### src/rtl/pipe_stage_reg.sv
// pipe_stage_reg: valid/ready pipeline stage register carrying a control and a
// data payload. SKID_EN=1 gives a 2-entry skid buffer with a registered
// in_ready; SKID_EN=0 gives a single entry with a combinational in_ready.
// Idle or flushed stages present an all-zero control word (a NOP).
module pipe_stage_reg #(
  parameter int unsigned CTRL_W  = 12,
  parameter int unsigned DATA_W  = 200,
  parameter bit          SKID_EN = 1'b1
) (
  input  logic              clk,
  input  logic              reset,
  input  logic              in_valid,
  output logic              in_ready,
  input  logic [CTRL_W-1:0] in_ctrl,
  input  logic [DATA_W-1:0] in_data,
  input  logic              flush,
  output logic              out_valid,
  input  logic              out_ready,
  output logic [CTRL_W-1:0] out_ctrl,
  output logic [DATA_W-1:0] out_data,
  output logic [1:0]        occupancy,
  output logic [15:0]       bubble_cnt
);

  typedef enum logic [1:0] {
    EMPTY = 2'd0,
    ONE   = 2'd1,
    FULL  = 2'd2
  } state_t;

  state_t            state_q, state_d;
  logic              rdy_q;
  logic [CTRL_W-1:0] head_ctrl_q, skid_ctrl_q;
  logic [DATA_W-1:0] head_data_q, skid_data_q;
  logic              head_load_in, head_load_skid, skid_load;
  logic              in_xfer, out_xfer;

  assign out_valid = (state_q != EMPTY);
  assign in_xfer   = in_valid && in_ready;
  assign out_xfer  = out_valid && out_ready;

  // rdy_q tracks (state != FULL) and is 0 in reset. With SKID_EN=0 the state
  // never reaches FULL, so rdy_q doubles as the "out of reset" qualifier for
  // the combinational ready.
  assign in_ready  = SKID_EN ? rdy_q : (rdy_q && (!out_valid || out_ready));

  assign out_ctrl  = out_valid ? head_ctrl_q : '0;
  assign out_data  = head_data_q;
  assign occupancy = state_q;

  // Next-state and register-load decode; flush overrides every transfer.
  always_comb begin
    state_d        = state_q;
    head_load_in   = 1'b0;
    head_load_skid = 1'b0;
    skid_load      = 1'b0;
    if (flush) begin
      state_d = EMPTY;
    end else begin
      case (state_q)
        EMPTY: begin
          if (in_xfer) begin
            state_d      = ONE;
            head_load_in = 1'b1;
          end
        end
        ONE: begin
          if (in_xfer && out_xfer) begin
            head_load_in = 1'b1;
          end else if (in_xfer) begin
            if (SKID_EN) begin
              state_d   = FULL;
              skid_load = 1'b1;
            end
          end else if (out_xfer) begin
            state_d = EMPTY;
          end
        end
        FULL: begin
          if (out_xfer) begin
            state_d        = ONE;
            head_load_skid = 1'b1;
          end
        end
        default: state_d = EMPTY;
      endcase
    end
  end

  // State register and registered ready.
  always_ff @(posedge clk or negedge reset) begin
    if (!reset) begin
      state_q <= EMPTY;
      rdy_q   <= 1'b0;
    end else begin
      state_q <= state_d;
      rdy_q   <= (state_d != FULL);
    end
  end

  // Control payload: cleared by flush so a killed head can never leak out.
  always_ff @(posedge clk or negedge reset) begin
    if (!reset) begin
      head_ctrl_q <= '0;
      skid_ctrl_q <= '0;
    end else if (flush) begin
      head_ctrl_q <= '0;
      skid_ctrl_q <= '0;
    end else begin
      if (head_load_in)        head_ctrl_q <= in_ctrl;
      else if (head_load_skid) head_ctrl_q <= skid_ctrl_q;
      if (skid_load)           skid_ctrl_q <= in_ctrl;
    end
  end

  // Data payload: only written on loads, left untouched by flush.
  always_ff @(posedge clk or negedge reset) begin
    if (!reset) begin
      head_data_q <= '0;
      skid_data_q <= '0;
    end else begin
      if (head_load_in)        head_data_q <= in_data;
      else if (head_load_skid) head_data_q <= skid_data_q;
      if (skid_load)           skid_data_q <= in_data;
    end
  end

  // Saturating count of cycles where downstream was ready but nothing offered.
  always_ff @(posedge clk or negedge reset) begin
    if (!reset) begin
      bubble_cnt <= '0;
    end else if (!out_valid && out_ready && (bubble_cnt != 16'hFFFF)) begin
      bubble_cnt <= bubble_cnt + 16'd1;
    end
  end

endmodule

### config.mk
export PLATFORM = sky130hd
export DESIGN_NAME = pipe_stage_reg
export DESIGN_NICKNAME = d
export VERILOG_FILES = /design/src/rtl/pipe_stage_reg.sv
export SDC_FILE = /design/constraint.sdc
export NUM_CORES = 1
export LEC_CHECK = 0
export ABC_CLOCK_PERIOD_IN_PS = 2500
export CAP_MARGIN = 10
export CORE_MARGIN = 4
export CORE_UTILIZATION = 62
export CTS_CLUSTER_DIAMETER = 60
export CTS_CLUSTER_SIZE = 28
export DETAILED_ROUTE_END_ITERATION = 8
export DONT_BUFFER_PORTS = 1
export GPL_ROUTABILITY_DRIVEN = 0
export PLACE_DENSITY = 0.78
export SLEW_MARGIN = 20
export SYNTH_ARGS = -nofsm -noshare
export SYNTH_HDL_FRONTEND = slang
export SYNTH_SLANG_ARGS = --single-unit
### constraint.sdc
create_clock -name clk -period 2.5 [get_ports clk]
set_clock_uncertainty 0.15 [all_clocks]
set_input_delay 0.125 -clock clk [delete_from_list [all_inputs] [get_ports clk]]
set_output_delay 0.125 -clock clk [all_outputs]
set_load 0.02 [all_outputs]
* After elaboration in Yosys (flattened, before gate mapping)
Cells that the tools add are included.
** Operators by class
- Add/sub/neg operators :: 1
- Equal/unequal tests :: 4
- Multiplexer cells :: 25
- Reductions and logical operators :: 11
** Operators by type and width (number)
- $mux 200 :: 2
- $mux 12 :: 6
- $add 16x1->16 const B :: 1
- $ne 16x16->1 const B :: 1
- $mux 2 :: 6
- $mux 1 :: 9
- $pmux 2 s3 :: 1
- $reduce_bool 2->1 :: 3
- $logic_and 1x1->1 :: 5
- $reduce_bool 3->1 :: 1
- $eq 2x1->1 const B :: 1
- $eq 2x2->1 const B :: 1
- $logic_not 2->1 :: 1
- $ne 2x2->1 const B :: 1
- $pmux 1 s2 :: 1
- $logic_not 1->1 :: 1
** Word-level totals
- Register bits after elaboration :: 443
- Bits of input ports :: 217
- Logic and storage cells :: 48

* Logic depth before layout (Yosys ltp)
- Depth in word-level cells :: 8
- Gate-level depth with buffers :: 7
- Mapped depth without buffers :: 5

* Least setup slack after synthesis
No wires, ideal clock.
- Path type :: reg2reg
- From :: reg state_q[1] (netlist: occupancy[1])
- To :: reg skid_data_q[100]
- Arrival :: 1.763 ns
- Path slack :: 0.462 ns
- Stages on the path, launching flop included :: 8
- Cells stage by stage :: dfrtp_1 -> buf_6 -> and3b_1 -> and3_4 -> buf_6 -> buf_8 -> buf_8 -> mux2_4
** Between the ends
- Word-level cells in the longest chain between the ends :: 6
- Elaborated cells between the ends (all ways) :: 7
- Those cells by class :: eq/ne: 1; mux: 3; reduce/logical: 3
** Ends and longest elaborated chain
- from (decl) :: RTL line 31 : state_t state_q, state_d;
- from (signal assigned) :: RTL line 96 : state_q <= state_d;
- $reduce_bool 2->1 :: RTL line 38 : assign out_valid = (state_q != EMPTY);
- $logic_and 1x1->1 :: RTL line 40 : assign out_xfer = out_valid && out_ready;
- $logic_and 1x1->1 :: RTL line 68 : if (in_xfer && out_xfer) begin
- $mux 1 :: RTL line 68
- $mux 1 (*) :: RTL line 60 : case (state_q)
- $mux 1 (*) :: RTL line 57 : if (flush) begin
- to (signal assigned) :: RTL line 124 : if (skid_load) skid_data_q <= in_data;
- to (decl) :: RTL line 34 : logic [DATA_W-1:0] head_data_q, skid_data_q;
Mark *: on every way between the ends. The rest lies on a longest branch, timed or not.
A chain may end at the register's enable or synchronous reset.

* Final worst setup path
- From :: reg rdy_q (netlist: in_ready)
- To :: reg head_ctrl_q[4]
** Between the ends
- Word-level cells in the longest chain between the ends :: 7
- Elaborated cells between the ends (all ways) :: 9
- Those cells by class :: mux: 6; reduce/logical: 3
** Ends and longest elaborated chain
- from (decl) :: RTL line 32 : logic rdy_q;
- from (signal assigned) :: RTL line 97 : rdy_q <= (state_d != FULL);
- $logic_and 1x1->1 (*) :: RTL line 39 : assign in_xfer = in_valid && in_ready;
- $logic_and 1x1->1 :: RTL line 68
- $mux 1 :: RTL line 68
- $pmux 1 s2 (*) :: RTL line 60
- $mux 1 (*) :: RTL line 57
- $mux 12 :: RTL line 110 : if (head_load_in) head_ctrl_q <= in_ctrl;
- $mux 12 :: RTL line 106 : end else if (flush) begin
- to (signal assigned) :: RTL line 110
- to (signal assigned) :: RTL line 111 : else if (head_load_skid) head_ctrl_q <= skid_ctrl_q;
- to (decl) :: RTL line 33 : logic [CTRL_W-1:0] head_ctrl_q, skid_ctrl_q;
Marks and branches as above.

==> impl_metrics.py <==
metrics = {
    "status": {
        "status": "complete, but fails checks",
        "violations": "negative hold slack",
    },
    "power_and_ir_drop": {
        "report.power.total_mw": 19.0,
        "vdd_drop_max_uv": 626,
        "pwr_density_cell_mw_per_mm2": 859,
        "power.leakage_nw": 10.4,
    },
    "die": {
        "die_w_um": 181,
        "fp-row-count": 63,
        "die_height_um": 181,
        "io_pins": 449,
        "start_util_pct": 62.7,
        "die_area_mm2": 0.0328,
        "core_area_mm2": 0.0296,
    },
    "grt": {
        "grt_max_degree": 444,
        "grt_pass1_vias": 13887,
        "grt_pass1_wl_um": 78600,
        "grt.total_usage_pct": 29.3,
        "antenna_found_initial": 8,
        "grt.overflow.total": 0,
    },
    "clocking": {
        "cts_buffers": 28,
        "cts_tree": "yes",
        "clk_pin_slew_ns": 0.08,
        "h-tree-depth": 1,
        "clock_latency_ns": 0.57,
        "hold_buffers": 223,
        "clk_path_buf_depth": 3,
        "ctsRootBufferMaster": "clkbuf_16",
        "clock_sinks": 443,
    },
    "detailed_routing": {
        "detail_route.vias_per_cell": 6.23,
        "routed_wl_um": 49700,
        "wl_per_cell_um": 23.9,
        "first_pass_iters": 5,
        "final_antenna_net_count": 0,
        "drc": 0,
        "drtIter0Drc": 1201,
        "vias": 12976,
    },
    "min_path": {
        "hp-class": "in -> async",
    },
    "worst_setup_path": {
        "cp_cell_sequence": "nand2_1 > nor4_4 > buf_12 > nand2_1 > dlygate4sd3_1 > a2bb2oi_1",
        "end_kind": "flip-flop",
        "cp_max_fo": 43,
        "slowest_delay_ns": 0.58,
        "crit_slowest_cell": "dlygate4sd3_1",
        "worst_setup_path_start_kind": "flip-flop",
        "worst_path_most_repeated_cell": "nand2_1",
        "crit_arrival_ns": 2.70,
        "crit_buf_inv": 2,
        "path_class": "reg -> reg",
        "critPathRequiredTime_ns": 2.84,
        "crit_family": "buffers and inverters",
    },
    "finish": {
        "drive_above_1_share_pct": 17.3,
        "final_nets": 1880,
        "syn_to_final_growth_pct": 18.8,
        "num-fill-cells": 1679,
        "layout_common_cells": "442 x dfrtp_1, 419 x nand2_1, 223 x dlygate4sd3_1",
        "stdcell_count": 2084,
        "final_common_cell": "dfrtp_1",
        "finish.utilization_pct": 74.5,
    },
    "timing": {
        "max_freq_ghz": 0.424,
        "fin_tns_setup_ns": 0,
        "rsz0062_at_grt": "false",
        "period_share_pct": 94.2,
        "slew_headroom_pct": 47.6,
        "tightest_slew_ns": 0.786,
        "finalSetupViolations": 0,
        "final_hold_viol_count": 443,
        "timing.hold.ws_ns": -0.904,
        "period_needed_ns": 2.36,
        "finalMaxSlewViolations": 0,
    },
    "synth": {
        "yosys.area_share.simple_pct": 10.4,
        "syn-mean-instance-area_um2": 12.6,
        "ys_seq_area_share_pct": 59.7,
        "netlist.area_leader.share_pct": 59.7,
        "yosys.area.top_type": "dfrtp_1",
        "synth.area.top_cells": "dfrtp_1 60%, mux2_4 14%, nand2_1 8.5%",
        "syn_nets": 1695,
        "synth-edff-count": 0,
        "ys_warn_count": 0,
        "synthAdderAreaFrac_pct": 0.0673,
        "synth.cell_area_mm2": 0.0186,
        "synth_cells": 1477,
        "synthArstFlopShare_pct": 100,
        "synth_compound_area_share_pct": 10.0,
        "synth_top_family_by_area": "multiplexers",
        "muxShareOfSynthArea_pct": 15.7,
        "synth-xor-area-share_pct": 0.660,
        "ys_ff_latch": 443,
        "synthFlopType": "dfrtp_1",
        "synthDistinctLibCells": 47,
    },
    "flow_run": {
        "drv_cap": 0,
    },
    "placement": {
        "placed_cells": 1799,
        "port-buffer-count": 0,
        "dp.final_hpwl_um": 29300,
    },
}
[synthesized netlist by cell type (4+ instances only)]
library cell	n
a22o_1	12
a22oi_1	200
a2bb2oi_1	12
and2_1	13
buf_2	46
buf_6	10
buf_8	11
clkbuf_1	29
dfrtp_1	443
inv_1	6
mux2_2	32
mux2_4	168
nand2_1	419
nand4_1	5
nor2_1	4
nor3_1	4
o21ai_0	12
xnor2_1	4
xor2_1	10
[logic make-up after synthesis]
kind of cell,Yosys count
adder cells (fa/ha/maj),1
flip-flops,443
multiplexers,203
XOR/XNOR,14
AND/OR/NAND/NOR,467
buffers and inverters,104
AO/OA/AOI/OAI,245
[state kept, by name (all words and copies together) (netlist names)]
| name | cells |
|---|---|
| bubble_cnt | 16 |
| head_ctrl_q | 12 |
| in_ready | 1 |
| occupancy | 2 |
| out_data | 200 |
| skid_ctrl_q | 12 |
| skid_data_q | 200 |
[path summary, 6_finish.rpt]
path | slack, ns | to | startpoint | cells after the start
max | 0.14 | head_ctrl_q[4]$_DFFE_PN0P_ | in_ready$_DFF_PN0_ | 6
min | -0.90 | out_data[104]$_DFFE_PN0P_ | reset | 0
max reg2reg | 0.14 | head_ctrl_q[4]$_DFFE_PN0P_ | in_ready$_DFF_PN0_ | 6
min reg2reg | 0.33 | out_data[95]$_DFFE_PN0P_ | skid_data_q[95]$_DFFE_PN0P_ | 2
max in group asynchronous | 2.41 | in_ready$_DFF_PN0_ | reset | 0
min in group clk | 0.06 | skid_data_q[196]$_DFFE_PN0P_ | flush | 4
[cell type report]
type / instances / area [µm²] / share of cell area [%]
timing repair buffer: 253 / 2650 / 12.0
antenna: 11 / 27.5 / 0.125
multi-input combinational: 930 / 6870 / 31.1
clock inverter: 16 / 178 / 0.805
tap: 390 / 488 / 2.21
clock buffer: 35 / 757 / 3.43
sequential: 443 / 11100 / 50.2
inverter: 6 / 22.5 / 0.102
[routing by layer]
metal,vias up,track usage (%),share of wire [%]
met5,-,0,0
met3,140,7.47,9.0
met2,691,49.1,49
met1,6645,36.7,37
met4,0,12.0,4.6
li1,5500,-,-
[power by group]
part	leakage [nW]	internal (mW)	switching [mW]
registers	5.50	8.81	2.15
clock network	0.456	2.36	2.58
logic	4.47	1.87	1.18
total	10.4	13.0	5.91
[metrics by stage]
stage	setup WS, ns	hold WS [ns]	instance area [µm²]
4_1_cts	0.0843	-0.926	22000
6_report	0.144	-0.904	22100
5_1_grt	0.0116	-0.935	22100
3_5_place_dp	0.271	-0.310	18900
2_1_floorplan	0.462	-0.321	18600
3_3_place_gp	0.357	-0.312	18900
[worst register-to-register path: cells and delay by family (launching register included)]
family	cells	cell delay [ns]
simple gates	3	0.65
compound gates	1	0.15
buf+inv	2	0.88
flops	1	0.46
[repair_timing]
action                     in CTS  in global routing
buffers inserted                0                  0
setup endpoints to repair       0                  6
hold endpoints to repair      885                443
resized for setup               0                  1
Power figures use the tool's default switching activity.
